File: config.mk
export PLATFORM = sky130hd
export DESIGN_NAME = apb_cfg_master
export DESIGN_NICKNAME = d
export VERILOG_FILES = /design/src/rtl/bnn_apb_pkg.sv /design/src/rtl/apb_cmd_fifo.sv /design/src/rtl/apb_cfg_master.sv
export SDC_FILE = /design/constraint.sdc
export NUM_CORES = 1
export LEC_CHECK = 0
export BUFFER_PORTS_ARGS = -buffer_cell sky130_fd_sc_hd__buf_2
export CORE_MARGIN = 2
export CORE_UTILIZATION = 49
export CTS_BUF_LIST = sky130_fd_sc_hd__clkbuf_8
export DETAILED_ROUTE_END_ITERATION = 8
export PLACE_DENSITY = 0.7
export SLEW_MARGIN = 40
export SYNTH_ARGS = -nofsm -noshare
export SYNTH_HDL_FRONTEND = slang
export SYNTH_HIERARCHICAL = 1
export SYNTH_SLANG_ARGS = --single-unit
File: constraint.sdc
create_clock -name clk -period 8.8 [get_ports clk]
set_clock_uncertainty 0.15 [all_clocks]
set_input_delay 1.76 -clock clk [delete_from_list [all_inputs] [get_ports clk]]
set_output_delay 1.76 -clock clk [all_outputs]
set_load 0.005 [all_outputs]
File: src/rtl/bnn_apb_pkg.sv
// Shared definitions for the accelerator config-register APB path:
// register map, initiator FSM states and the queued command layout.
package bnn_apb_pkg;

  localparam int CMD_ADDR_W = 32;
  localparam int CMD_DATA_W = 32;

  localparam logic [CMD_ADDR_W-1:0] REG_WEIGHT_XFER = 32'h0000_0000;
  localparam logic [CMD_ADDR_W-1:0] REG_LAST_ROW    = 32'h0000_0004;
  localparam logic [CMD_ADDR_W-1:0] REG_LAST_COL    = 32'h0000_0008;
  localparam logic [CMD_ADDR_W-1:0] REG_SYS_START   = 32'h0000_000c;
  localparam logic [CMD_ADDR_W-1:0] REG_ACT_ADDR    = 32'h0000_0010;
  localparam logic [CMD_ADDR_W-1:0] REG_BATCH       = 32'h0000_0014;
  localparam logic [CMD_ADDR_W-1:0] REG_PSUM_ADDR   = 32'h0000_0018;
  localparam logic [CMD_ADDR_W-1:0] REG_ACCUM       = 32'h0000_001c;

  typedef enum logic [1:0] {
    IDLE,
    SETUP,
    ACCESS
  } apb_state_t;

  typedef struct packed {
    logic [CMD_ADDR_W-1:0] addr;
    logic [CMD_DATA_W-1:0] wdata;
    logic                  write;
  } apb_cmd_t;

endpackage

File: src/rtl/apb_cmd_fifo.sv
// Synchronous first-word-fall-through command FIFO with registered count.
// DEPTH must be a power of two so the pointers wrap naturally.
module apb_cmd_fifo #(
  parameter int DEPTH = 4,
  parameter int WIDTH = 65
) (
  input  logic                     clk,
  input  logic                     resetn,
  input  logic                     push_i,
  input  logic [WIDTH-1:0]         wdata_i,
  input  logic                     pop_i,
  output logic [WIDTH-1:0]         rdata_o,
  output logic                     full_o,
  output logic                     empty_o,
  output logic [$clog2(DEPTH):0]   count_o
);

  localparam int PTR_W = $clog2(DEPTH);

  logic [WIDTH-1:0] mem_q [DEPTH];
  logic [PTR_W-1:0] wr_ptr_q;
  logic [PTR_W-1:0] rd_ptr_q;
  logic [PTR_W:0]   count_q;

  always_ff @(posedge clk) begin
    if (push_i) mem_q[wr_ptr_q] <= wdata_i;
  end

  always_ff @(posedge clk) begin
    if (!resetn) begin
      wr_ptr_q <= '0;
      rd_ptr_q <= '0;
      count_q  <= '0;
    end else begin
      if (push_i) wr_ptr_q <= wr_ptr_q + PTR_W'(1);
      if (pop_i)  rd_ptr_q <= rd_ptr_q + PTR_W'(1);
      case ({push_i, pop_i})
        2'b10:   count_q <= count_q + (PTR_W+1)'(1);
        2'b01:   count_q <= count_q - (PTR_W+1)'(1);
        default: count_q <= count_q;
      endcase
    end
  end

  assign rdata_o = mem_q[rd_ptr_q];
  assign full_o  = (count_q == (PTR_W+1)'(DEPTH));
  assign empty_o = (count_q == '0);
  assign count_o = count_q;

endmodule

File: src/rtl/apb_cfg_master.sv
// APB initiator feeding the config-register slave from a command FIFO.
// Define APB_TIMEOUT_EN to abort ACCESS phases that never see PREADY.
module apb_cfg_master
  import bnn_apb_pkg::*;
#(
  parameter int FIFO_DEPTH     = 4,
  parameter int ADDR_W         = 32,
  parameter int DATA_W         = 32,
  parameter int TIMEOUT_CYCLES = 16
) (
  input  logic              clk,
  input  logic              resetn,
  input  logic              cmd_valid,
  output logic              cmd_ready,
  input  logic [ADDR_W-1:0] cmd_addr,
  input  logic [DATA_W-1:0] cmd_wdata,
  input  logic              cmd_write,
  output logic              rsp_valid,
  output logic [DATA_W-1:0] rsp_rdata,
  output logic              rsp_err,
  output logic              busy,
  output logic [ADDR_W-1:0] m_apb_paddr,
  output logic              m_apb_psel,
  output logic              m_apb_penable,
  output logic              m_apb_pwrite,
  output logic [DATA_W-1:0] m_apb_pwdata,
  input  logic              m_apb_pready,
  input  logic [DATA_W-1:0] m_apb_prdata,
  input  logic              m_apb_pslverr
);

  localparam int CMD_W = ADDR_W + DATA_W + 1;
  localparam int CNT_W = $clog2(FIFO_DEPTH) + 1;

  if (FIFO_DEPTH < 2 || (FIFO_DEPTH & (FIFO_DEPTH - 1)) != 0 || TIMEOUT_CYCLES < 1) begin : g_bad_param
    $error("apb_cfg_master: FIFO_DEPTH must be a power of two >= 2 and TIMEOUT_CYCLES >= 1");
  end

  apb_state_t        state_q, state_d;
  logic [ADDR_W-1:0] paddr_q, paddr_d;
  logic [DATA_W-1:0] pwdata_q, pwdata_d;
  logic              pwrite_q, pwrite_d;
  logic              rsp_valid_q, rsp_valid_d;
  logic              rsp_err_q, rsp_err_d;
  logic [DATA_W-1:0] rsp_rdata_q, rsp_rdata_d;

  logic              fifo_full, fifo_empty, push, pop, tmo, done;
  logic [CNT_W-1:0]  fifo_count;
  logic [CMD_W-1:0]  head;

  assign cmd_ready = !fifo_full;
  assign push      = cmd_valid && !fifo_full;

  apb_cmd_fifo #(
    .DEPTH (FIFO_DEPTH),
    .WIDTH (CMD_W)
  ) u_fifo (
    .clk     (clk),
    .resetn  (resetn),
    .push_i  (push),
    .wdata_i ({cmd_addr, cmd_wdata, cmd_write}),
    .pop_i   (pop),
    .rdata_o (head),
    .full_o  (fifo_full),
    .empty_o (fifo_empty),
    .count_o (fifo_count)
  );

`ifdef APB_TIMEOUT_EN
  localparam int TMO_W = $clog2(TIMEOUT_CYCLES + 1);
  logic [TMO_W-1:0] tmo_q;

  always_ff @(posedge clk) begin
    if (!resetn || state_q != ACCESS) tmo_q <= '0;
    else                              tmo_q <= tmo_q + TMO_W'(1);
  end

  // Fires on the TIMEOUT_CYCLES-th consecutive ACCESS cycle without PREADY.
  assign tmo = (state_q == ACCESS) && !m_apb_pready &&
               (tmo_q == TMO_W'(TIMEOUT_CYCLES - 1));
`else
  assign tmo = 1'b0;
`endif

  assign done = (state_q == ACCESS) && (m_apb_pready || tmo);

  always_comb begin
    state_d     = state_q;
    paddr_d     = paddr_q;
    pwdata_d    = pwdata_q;
    pwrite_d    = pwrite_q;
    rsp_valid_d = 1'b0;
    rsp_err_d   = rsp_err_q;
    rsp_rdata_d = rsp_rdata_q;
    pop         = 1'b0;
    case (state_q)
      IDLE: begin
        if (!fifo_empty) begin
          pop      = 1'b1;
          paddr_d  = head[CMD_W-1 -: ADDR_W];
          pwdata_d = head[DATA_W:1];
          pwrite_d = head[0];
          state_d  = SETUP;
        end
      end
      SETUP: state_d = ACCESS;
      ACCESS: begin
        if (done) begin
          rsp_valid_d = 1'b1;
          rsp_err_d   = tmo || m_apb_pslverr;
          rsp_rdata_d = tmo ? '0 : m_apb_prdata;
          // Back-to-back: skip IDLE so PSEL stays high into the next SETUP.
          if (!fifo_empty) begin
            pop      = 1'b1;
            paddr_d  = head[CMD_W-1 -: ADDR_W];
            pwdata_d = head[DATA_W:1];
            pwrite_d = head[0];
            state_d  = SETUP;
          end else begin
            state_d = IDLE;
          end
        end
      end
      default: state_d = IDLE;
    endcase
  end

  always_ff @(posedge clk) begin
    if (!resetn) begin
      state_q     <= IDLE;
      paddr_q     <= '0;
      pwdata_q    <= '0;
      pwrite_q    <= 1'b0;
      rsp_valid_q <= 1'b0;
      rsp_err_q   <= 1'b0;
      rsp_rdata_q <= '0;
    end else begin
      state_q     <= state_d;
      paddr_q     <= paddr_d;
      pwdata_q    <= pwdata_d;
      pwrite_q    <= pwrite_d;
      rsp_valid_q <= rsp_valid_d;
      rsp_err_q   <= rsp_err_d;
      rsp_rdata_q <= rsp_rdata_d;
    end
  end

  assign m_apb_psel    = (state_q != IDLE);
  assign m_apb_penable = (state_q == ACCESS);
  assign m_apb_paddr   = paddr_q;
  assign m_apb_pwdata  = pwdata_q;
  assign m_apb_pwrite  = pwrite_q;
  assign rsp_valid     = rsp_valid_q;
  assign rsp_err       = rsp_err_q;
  assign rsp_rdata     = rsp_rdata_q;
  assign busy          = (fifo_count != '0) || (state_q != IDLE);

endmodule

* Word-level counts from Yosys, hierarchy flattened *
Memory sizes are Yosys's and may differ from the RTL's. A register that Yosys moved wholly into a read port is not among the register bits.
Cells that the tools add are included.

word-level totals
  input port bits = 102
  bits in writable memories = 260
  register bits = 108
  memories = 1

cells by class
  reduce and logical (&&, ||, !) cells = 14
  equal/unequal tests = 7
  mux-type cells = 22
  add/sub/neg operators = 4

memory list
  name          depth  bits a word  read ports  clocked after Yosys merged registers in  wr ports  RTL line            text
  u_fifo.mem_q  4      65           1           1                                        1         apb_cmd_fifo.sv:20  logic [WIDTH-1:0] mem_q [DEPTH];

operator list
  kind                                              count
  2-to-1 mux 32 bit                                 4
  case mux 32 bit (2 select lines)                  2
  2-to-1 mux 1 bit                                  8
  2-to-1 mux 2 bit                                  4
  AND reduction 2 bit                               4
  case mux 2 bit (3 select lines)                   1
  case mux 3 bit (2 select lines)                   1
  nonzero test 2 bit                                3
  adder 2 x 1 -> 2 bit, second input constant       2
  == test 2 x 1 -> 1 bit, second input constant     2
  == test 2 bit, second input constant              2
  case mux 1 bit (2 select lines)                   2
  adder 3 x 1 -> 3 bit, second input constant       1
  == test 3 bit, second input constant              1
  logical NOT 3 bit                                 1
  nonzero test 3 bit                                1
  subtractor 3 x 1 -> 3 bit, second input constant  1
  logical AND 1 bit                                 2
  logical NOT 2 bit                                 1
  != test 2 x 1 -> 1 bit, second input constant     1
  != test 2 bit, second input constant              1
  logical NOT 1 bit                                 1
  logical OR 1 bit                                  1

* Longest topological paths before layout *
Gate-level depths: netlist of the first run.

  depth in word-level cells = 6
  mapped depth = 10

* By module *
The synthesis of the first run kept the hierarchy.

modules (own cells, without submodules)
  module          instances  area each (sq um)  cells each
  apb_cmd_fifo    1          9874.5             385
  apb_cfg_master  1          3883.7             444

* Worst setup path before layout of the first run *
OpenSTA, ideal clock, no wires.

  path type = input -> register
  start = input cmd_valid
  end = memory u_fifo.mem_q[0][0], enable pin
  data arrival time = 3678 ps
  required time = 8220 ps
  path slack = 4542 ps
  stages on the path = 2
  cell sequence = nor2b_1 and2_1

between the ends
  cells in the longest elaborated chain, start to end = 3

RTL lines
  what                                    RTL line              text
  start: declaration                      apb_cfg_master.sv:13  input logic cmd_valid,
  logical AND 1 bit                       apb_cfg_master.sv:52  assign push = cmd_valid && !fifo_full;
  2-to-1 mux 1 bit                        apb_cmd_fifo.sv:26    if (push_i) mem_q[wr_ptr_q] <= wdata_i;
  2-to-1 mux 1 bit (not written as such)  apb_cmd_fifo.sv:26
  end: declaration                        apb_cmd_fifo.sv:20

Every way passes these cells.

* Final worst setup path of the first run *
  start = register state_q[1]
  end = output busy

between the ends
  cells in the longest elaborated chain, start to end = 2

RTL lines
  what                      RTL line               text
  start: declaration        apb_cfg_master.sv:39   apb_state_t state_q, state_d;
  start signal: assignment  apb_cfg_master.sv:138  state_q <= state_d;
  nonzero test 2 bit        apb_cfg_master.sv:156  assign busy = (fifo_count != '0) || (state_q != IDLE);
  logical OR 1 bit          apb_cfg_master.sv:156
  end: declaration          apb_cfg_master.sv:21   output logic busy,

Every way passes these cells.

==> impl_metrics.csv, run 1 <==
group,metric,value,unit
run_status,run_status,"finished clean",
power_and_ir_drop,pwr-share-clk,28.3,%
layout,regArea,10000,um^2
layout,nNetsFinal,1158,
job,maxCapViolations,0,
place,standard_cell_area_after_detailed_placement,15100,um^2
power_and_ir_drop,worst_ir_drop_vdd,0.175,mV
global_route,grt_first_pass_wirelength,40000,um
worst_hold_path,hp-class,"flip-flop to flip-flop",
layout,fraction_of_layout_instances_using_a_drive_strength_above_1,34.0,%
sta,setup_repair_after_global_routing_missed_its_margin,"false",
logic_synthesis,flop_and_latch_count_out_of_synthesis,370,
worst_setup_path,worstRegToRegCells,9,
logic_synthesis,cell_count_after_synthesis,829,
power_and_ir_drop,cellPowerDensity,298,nW/um^2
worst_setup_path,crit_required,6890,ps
logic_synthesis,ys_warn_count,6,
power_and_ir_drop,net_switching_fraction_of_the_power,28.0,%
logic_synthesis,number_of_distinct_library_cells_after_synthesis,29,
sta,final_period_util,42.9,%
route,drc_viols,0,
cts,cts_tree,"done",
worst_setup_path,timing.reg2reg.setup_slack,5930,ps
logic_synthesis,synth_async_sr_flop_share,0,%
worst_hold_path,hold-path-endpoint,"m_apb_paddr[31]",
worst_setup_path,r2r-start,"u_fifo/count_o[0]",
cts,post_cts.resized_instances,0,
layout,multi_input_comb_area,3400,um^2
layout,final_design_area_no_fill,16200,um^2
logic_synthesis,netlist_area_before_placement,13800,um^2
logic_synthesis,synthFlopType,"sky130_fd_sc_hd__edfxtp_1",
floorplanning,floorplan.initialDensity,49.7,%
worst_setup_path,slowest_stage,"sky130_fd_sc_hd__or4_1",
worst_setup_path,worst_path_largest_cell_delay,460,ps
worst_hold_path,whs_path_depth,2,
sta,setup_ws,5030,ps
power_and_ir_drop,total_switching_power,1360,uW
worst_setup_path,worstPathCellList,"or2_2 > or4_1 > buf_2",
worst_hold_path,hold_path_startpoint,"m_apb_paddr[31]",
power_and_ir_drop,pwr-share-seq,48.2,%
floorplanning,pin_count,205,
cts,tritoncts_buffer_count,56,
floorplanning,row_count,61,
power_and_ir_drop,cell_internal_pwr,3490,uW
sta,slew_headroom,48.7,%
layout,fillerInstances,2169,
sta,fmax,265,MHz
route,ant_nets,0,
sta,worstMarginPinSlew,769,ps
cts,cts-root-to-sink-buffers,3,
route,total_number_of_vias,7464,
sta,final_max_slew_viol_count,0,
worst_setup_path,timing.critical_path.from_type,"flip-flop",
cts,cts_sinks,370,
cts,clock_tree.root_cell,"sky130_fd_sc_hd__clkbuf_8",
power_and_ir_drop,power.share.combinational,23.5,%
global_route,antenna_found_initial,4,
global_route,grt_overflow_total,0,
cts,cts-htree-levels,2,
cts,postCtsSetupBuffers,0,
worst_setup_path,crit_arrival,1860,ps
worst_setup_path,critPathKind,"flip-flop to output port",
floorplanning,die-height,172,um
sta,hold_viol,0,
floorplanning,die_area,29400,um^2
global_route,grt_pass1_vias,7507,
floorplanning,core_area,27700,um^2
global_route,grt_util_all_layers,17.8,%
logic_synthesis,synth_enable_flop_cells,260,
logic_synthesis,synth_seq_area_share,72.8,%
place,dp_hpwl,15900,um
route,first_iter_violations,424,
route,postRouteWirelength,26200,um
sta,setup_viol_count_final,0,
worst_setup_path,worst_setup_path_end_kind,"output port",
place,portBuffers,204,
cts,clk-insertion-delay-late,580,ps
worst_setup_path,crit_fanout,5,
sta,tns,0,ps
route,routed_wire_length_per_instance,17.8,um
layout,flow.area_growth_from_synthesis,17.9,%
logic_synthesis,postSynthNetCount,937,
sta,layout_min_cycle_time,3770,ps
global_route,grt_max_degree,111,
route,route.detailed.vias_per_inst,5.05,
cts,cts.clk_slew.worst_paths,60,ps
logic_synthesis,postSynthAreaPerCell,16.6,um^2
worst_setup_path,terminus_of_the_critical_flop_to_flop_path,"u_fifo/count_o[2]",
floorplanning,die_w,172,um
cts,hold_buffers,0,
place,placement.setup.worst_slack,4530,ps
route,drt_pass1_iterations,4,
power_and_ir_drop,leak,0.00605,uW
place,gp_routability_congestion,0.686,
-- power by group through the flow --
stage / Sequential (uW) / Combinational [uW] / Clock (uW)
6_report: 2340 / 1140 / 1370
5_1_grt: 2370 / 1250 / 1480
4_1_cts: 2340 / 1170 / 1410
3_5_place_dp: 2380 / 1170 / 0
3_3_place_gp: 2390 / 1110 / 0
2_1_floorplan: 2340 / 819 / 0
-- synthesized netlist by cell type (2+ instances only) --
library cell,instances,area [um^2]
sky130_fd_sc_hd__buf_12,5,100
sky130_fd_sc_hd__mux4_2,65,1460
sky130_fd_sc_hd__xnor2_1,2,17.5
sky130_fd_sc_hd__buf_2,24,120
sky130_fd_sc_hd__edfxtp_1,260,7810
sky130_fd_sc_hd__nand3_1,33,165
sky130_fd_sc_hd__xor2_1,3,26.3
sky130_fd_sc_hd__ha_1,5,62.6
sky130_fd_sc_hd__o21ai_0,35,175
sky130_fd_sc_hd__buf_6,4,45.0
sky130_fd_sc_hd__clkbuf_1,15,56.3
sky130_fd_sc_hd__dfxtp_1,110,2200
sky130_fd_sc_hd__nor2b_1,5,31.3
sky130_fd_sc_hd__buf_4,2,15.0
sky130_fd_sc_hd__inv_1,7,26.3
sky130_fd_sc_hd__and2_1,12,75.1
sky130_fd_sc_hd__nand2_1,165,619
sky130_fd_sc_hd__mux2i_1,66,661
-- logic make-up after synthesis --
logic type / synth area share [%]
adders and majority gates: 0.600
xor gates and xnor gates: 0.318
AOI/OAI and AO/OA: 1.46
muxes: 15.4
and+or+nand+nor: 6.77
buffers and inverters: 2.66
DFF: 72.8
-- routing by layer --
layer	GRT usage (%)	up-vias	wire, um	part of all wire [%]
met3	4.81	41	1770	6.7
li1	-	3550	-	-
met5	0	-	21	0.080
met4	5.27	4	474	1.8
met1	22.1	3659	10700	41
met2	30.8	210	13200	50
-- flip-flops by register name (all words and copies together) (netlist names), named ones only --
| signal | flops |
|---|---|
| m_apb_paddr | 32 |
| m_apb_pwdata | 32 |
| m_apb_pwrite | 1 |
| rsp_err | 1 |
| rsp_rdata | 32 |
| rsp_valid | 1 |
| state_q | 2 |
| u_fifo/count_o | 3 |
| u_fifo/mem_q | 260 |
| u_fifo/rd_ptr_q | 2 |
| u_fifo/wr_ptr_q | 2 |
-- worst max path at each step --
stage                             from  cells past startpoint            endpoint  slack [ps]
after CTS                   state_q[1]                      3                busy        4990
after global routing        state_q[1]                      3                busy        4960
after global placement    m_apb_pready                     10   u_fifo/count_o[2]        4620
after detailed placement  m_apb_pready                     10   u_fifo/count_o[2]        4530
final                       state_q[1]                      3                busy        5030
after floorplan              cmd_valid                      2  u_fifo/mem_q[0][0]        4540
-- stage by stage --
step	util (%)	power, uW	cells	hold slack [ps]
after global routing	58.6	5110	1476	326
final	58.6	4840	1477	303
after floorplan	-	3160	829	301
after CTS	58.6	4920	1475	308
after global placement	54.1	3500	1365	290
after detailed placement	54.5	3540	1370	293
-- final cells by class --
class                      instances  area share, %
clock buffer                      69           5.85
timing repair buffer             213           7.18
tap                              378           2.91
clock inverter                    36           1.13
sequential                       370           61.7
antenna                            2         0.0308
multi-input combinational        401           21.0
inverter                           8          0.185
-- cells in the final DEF, fill, tap and decap left out, drive strengths merged, types with 12 or more instances in the layout --
cell	instances
edfxtp	260
buf	213
nand2	165
dfxtp	110
clkbuf	69
mux2i	66
mux4	65
o21ai	35
nand3	33
inv	24
clkinv	19
and2	12
-- worst max-delay path, delay by kind of cell (launching register included) --
kind | cells | cell delay, ps
DFF | 1 | 350
buffers and inverters | 1 | 160
and+or+nand+nor | 2 | 790
Note: power is estimated with default switching activity, not from simulation.
==> run 2: changes to the inputs <==
Settings changed: ABC_AREA set to 1.
Clock period 8.8 ns to 3.85 ns, I/O delays scaled along.
==> run 2 against run 1 <==
- hold slack worse by 58 ps
- first-iteration DRC count up 30%
- largest cell class unchanged
- critical path depth up 5
- synthesized cell count up 62%
==> impl_metrics.csv, run 2 <==
group,metric,value,unit
job,maxCapViolations,0,
route,drt_pass1_iterations,4,
place,gp_routability_congestion,0.756,
power_and_ir_drop,cellPowerDensity,728,nW/um^2
worst_setup_path,terminus_of_the_critical_flop_to_flop_path,"m_apb_pwdata[16]",
worst_setup_path,timing.critical_path.from_type,"flip-flop",
logic_synthesis,post-synth-top-area-cell,"sky130_fd_sc_hd__edfxtp_1",
logic_synthesis,ys_warn_count,6,
worst_setup_path,crit_fanout,70,
logic_synthesis,ys_top_cells_by_area,"sky130_fd_sc_hd__edfxtp_1 (53%), sky130_fd_sc_hd__dfxtp_1 (15%), sky130_fd_sc_hd__nor2_1 (6.2%)",
cts,cts_tree,"done",
sta,final_max_slew_viol_count,0,
worst_setup_path,crit_required,4200,ps
route,routed_wire_length_per_instance,16.0,um
run_status,run_status,"finished clean",
cts,tritoncts_buffer_count,59,
logic_synthesis,synth.most_common_cell,"sky130_fd_sc_hd__edfxtp_1",
sta,whs,245,ps
route,drc_viols,0,
place,portBuffers,204,
cts,cts_sinks,370,
worst_setup_path,worstRegToRegCells,8,
cts,cts-root-to-sink-buffers,3,
cts,post_cts.resized_instances,0,
power_and_ir_drop,leak,0.00715,uW
sta,tns,0,ps
cts,postCtsSetupBuffers,0,
floorplanning,floorplan.initialDensity,49.8,%
logic_synthesis,flop_and_latch_count_out_of_synthesis,370,
layout,flow.area_growth_from_synthesis,15.2,%
logic_synthesis,postSynthNetCount,1451,
power_and_ir_drop,power.share.combinational,31.9,%
worst_setup_path,critPathKind,"flip-flop to flip-flop",
logic_synthesis,yosys.area.top_type_share,52.8,%
sta,worstMarginPinSlew,761,ps
floorplanning,die-height,178,um
cts,hold_buffers,0,
logic_synthesis,synth_async_sr_flop_share,0,%
layout,nNetsFinal,1644,
worst_hold_path,hp-class,"input port to flip-flop",
floorplanning,row_count,63,
layout,fraction_of_layout_instances_using_a_drive_strength_above_1,22.7,%
cts,cts-htree-levels,2,
layout,finalNonFillerCells,1978,
logic_synthesis,postSynthAreaPerCell,11.0,um^2
power_and_ir_drop,total_switching_power,4350,uW
power_and_ir_drop,worst_ir_drop_vdd,0.597,mV
floorplanning,die_w,178,um
sta,fmax,376,MHz
sta,slew_headroom,49.2,%
global_route,grt_pass1_vias,9425,
global_route,grt_max_degree,131,
logic_synthesis,synth_enable_flop_cells,260,
logic_synthesis,synth_seq_area_share,67.6,%
route,route.detailed.vias_per_inst,5.05,
sta,hold_viol,0,
global_route,antenna_found_initial,5,
route,first_iter_violations,551,
sta,final_period_util,69.1,%
power_and_ir_drop,pwr-share-clk,24.4,%
sta,setup_viol_count_final,0,
cts,cts.clk_slew.worst_paths,60,ps
logic_synthesis,synthFlopType,"sky130_fd_sc_hd__edfxtp_1",
power_and_ir_drop,net_switching_fraction_of_the_power,35.1,%
place,dp_hpwl,18200,um
worst_setup_path,timing.reg2reg.setup_slack,1190,ps
logic_synthesis,number_of_distinct_library_cells_after_synthesis,28,
route,postRouteWirelength,31700,um
route,ant_nets,0,
layout,layout_commonest_cell,"sky130_fd_sc_hd__edfxtp_1",
global_route,grt_util_all_layers,19.7,%
power_and_ir_drop,pwr-share-seq,43.6,%
floorplanning,core_area,29700,um^2
place,numPlacedInstances,1865,
layout,largest_reg_flops,260,
global_route,grt_first_pass_wirelength,48700,um
power_and_ir_drop,cell_internal_pwr,8060,uW
cts,clock_tree.root_cell,"sky130_fd_sc_hd__clkbuf_8",
worst_setup_path,worst_setup_path_end_kind,"flip-flop",
worst_setup_path,end_point_of_the_critical_path,"m_apb_pwdata[16]",
sta,setup_repair_after_global_routing_missed_its_margin,"false",
cts,clk-insertion-delay-late,590,ps
route,total_number_of_vias,9983,
layout,largest_register,"u_fifo/mem_q",
logic_synthesis,netlist_area_before_placement,14800,um^2
global_route,grt_overflow_total,0,
floorplanning,pin_count,205,
worst_setup_path,crit_arrival,3010,ps
logic_synthesis,cell_count_after_synthesis,1343,
layout,most-common-layout-cells,"sky130_fd_sc_hd__edfxtp_1 (260), sky130_fd_sc_hd__nor2_1 (243), sky130_fd_sc_hd__buf_2 (203)",
floorplanning,die_area,31600,um^2
logic_synthesis,top_post_synthesis_cells_by_count,"sky130_fd_sc_hd__edfxtp_1 (260), sky130_fd_sc_hd__nor2_1 (243), sky130_fd_sc_hd__nand2_1 (143), sky130_fd_sc_hd__inv_1 (119), sky130_fd_sc_hd__dfxtp_1 (110)",
sta,layout_min_cycle_time,2660,ps
==> run 2: cell count changes in the layout (fill, tap and decap cells not counted), moves of 10 or more <==
| cell | change |
|---|---|
| sky130_fd_sc_hd__o21ai_1 | +35 |
| sky130_fd_sc_hd__nor2_4 | +21 |
| sky130_fd_sc_hd__o22ai_2 | +20 |
| sky130_fd_sc_hd__mux4_2 | -65 |
| sky130_fd_sc_hd__o21ai_0 | +62 |
| sky130_fd_sc_hd__buf_4 | +10 |
| sky130_fd_sc_hd__nor2_1 | +243 |
| sky130_fd_sc_hd__a21oi_1 | +70 |
| sky130_fd_sc_hd__o22ai_1 | +45 |
| sky130_fd_sc_hd__nand3_1 | +34 |
| sky130_fd_sc_hd__nand2_1 | -23 |
| sky130_fd_sc_hd__inv_1 | +118 |
| sky130_fd_sc_hd__mux2i_1 | -66 |
==> run 2: metrics by stage <==
stage                     instance area, um^2  setup slack [ps]  total power (uW)  utilization [%]
after global placement                  15900              1100              9400             53.6
after global routing                    17100              1010             13300             57.4
after CTS                               17100              1200             12600             57.4
after detailed placement                15900              1080              9510             53.6
after floorplan                         14800               946              8450                -
final                                   17100              1190             12400             57.4
==> run 2: worst max-delay path, cell delays in order (launching register included) <==
cell and delay (ps):
sky130_fd_sc_hd__dfxtp_4 550, sky130_fd_sc_hd__inv_6 540, sky130_fd_sc_hd__buf_4 620, sky130_fd_sc_hd__o21ai_0 200
sky130_fd_sc_hd__o22ai_2 140, sky130_fd_sc_hd__inv_1 50, sky130_fd_sc_hd__nand3_1 90, sky130_fd_sc_hd__nand2_1 70
sky130_fd_sc_hd__nor2_1 110
==> run 2: kinds of logic after synthesis <==
logic type | count (synthesis) | share of synthesized area (%)
compound gates | 273 | 10.8
simple gates | 484 | 14.0
buf+inv | 210 | 7.01
flops | 370 | 67.6
fa+ha+maj | 6 | 0.558
==> run 2: area by class of cell <==
| cell class | instances | area, um^2 |
|---|---|---|
| sequential | 370 | 10000 |
| fill | 2533 | 12700 |
| antenna | 1 | 2.50 |
| clock buffer | 63 | 867 |
| clock inverter | 49 | 241 |
| timing repair buffer | 220 | 1210 |
| tap | 390 | 488 |
| inverter | 122 | 468 |
| multi-input combinational | 763 | 3760 |
==> run 2: routing by layer <==
| layer | wire length, um | vias to the layer above | global-route usage [%] |
|---|---|---|---|
| met2 | 15200 | 261 | 33.6 |
| met1 | 13700 | 4685 | 24.8 |
| met4 | 755 | 10 | 6.83 |
| li1 | - | 4956 | - |
| met3 | 1910 | 71 | 4.33 |
| met5 | 70 | - | 0 |
==> run 2: how the worst min path moves through the flow <==
| stage | start | to | slack [ps] | cells after the start |
|---|---|---|---|---|
| after CTS | cmd_addr[25] | u_fifo/mem_q[0][58] | 200 | 1 |
| final | cmd_addr[23] | u_fifo/mem_q[2][56] | 250 | 1 |
| after detailed placement | u_fifo/rd_ptr_q[1] | flip-flop | 290 | 1 |
| after global routing | cmd_addr[27] | u_fifo/mem_q[2][60] | 220 | 1 |
| after floorplan | u_fifo/rd_ptr_q[1] | flip-flop | 260 | 1 |
| after global placement | u_fifo/rd_ptr_q[1] | flip-flop | 270 | 1 |
==> run 2: power groups by stage <==
stage / registers (uW) / clock network (uW) / logic (uW)
4_1_cts: 5430 / 3130 / 4010
5_1_grt: 5500 / 3300 / 4500
3_3_place_gp: 5480 / 0 / 3920
2_1_floorplan: 5390 / 0 / 3060
6_report: 5410 / 3030 / 3960
3_5_place_dp: 5500 / 0 / 4000
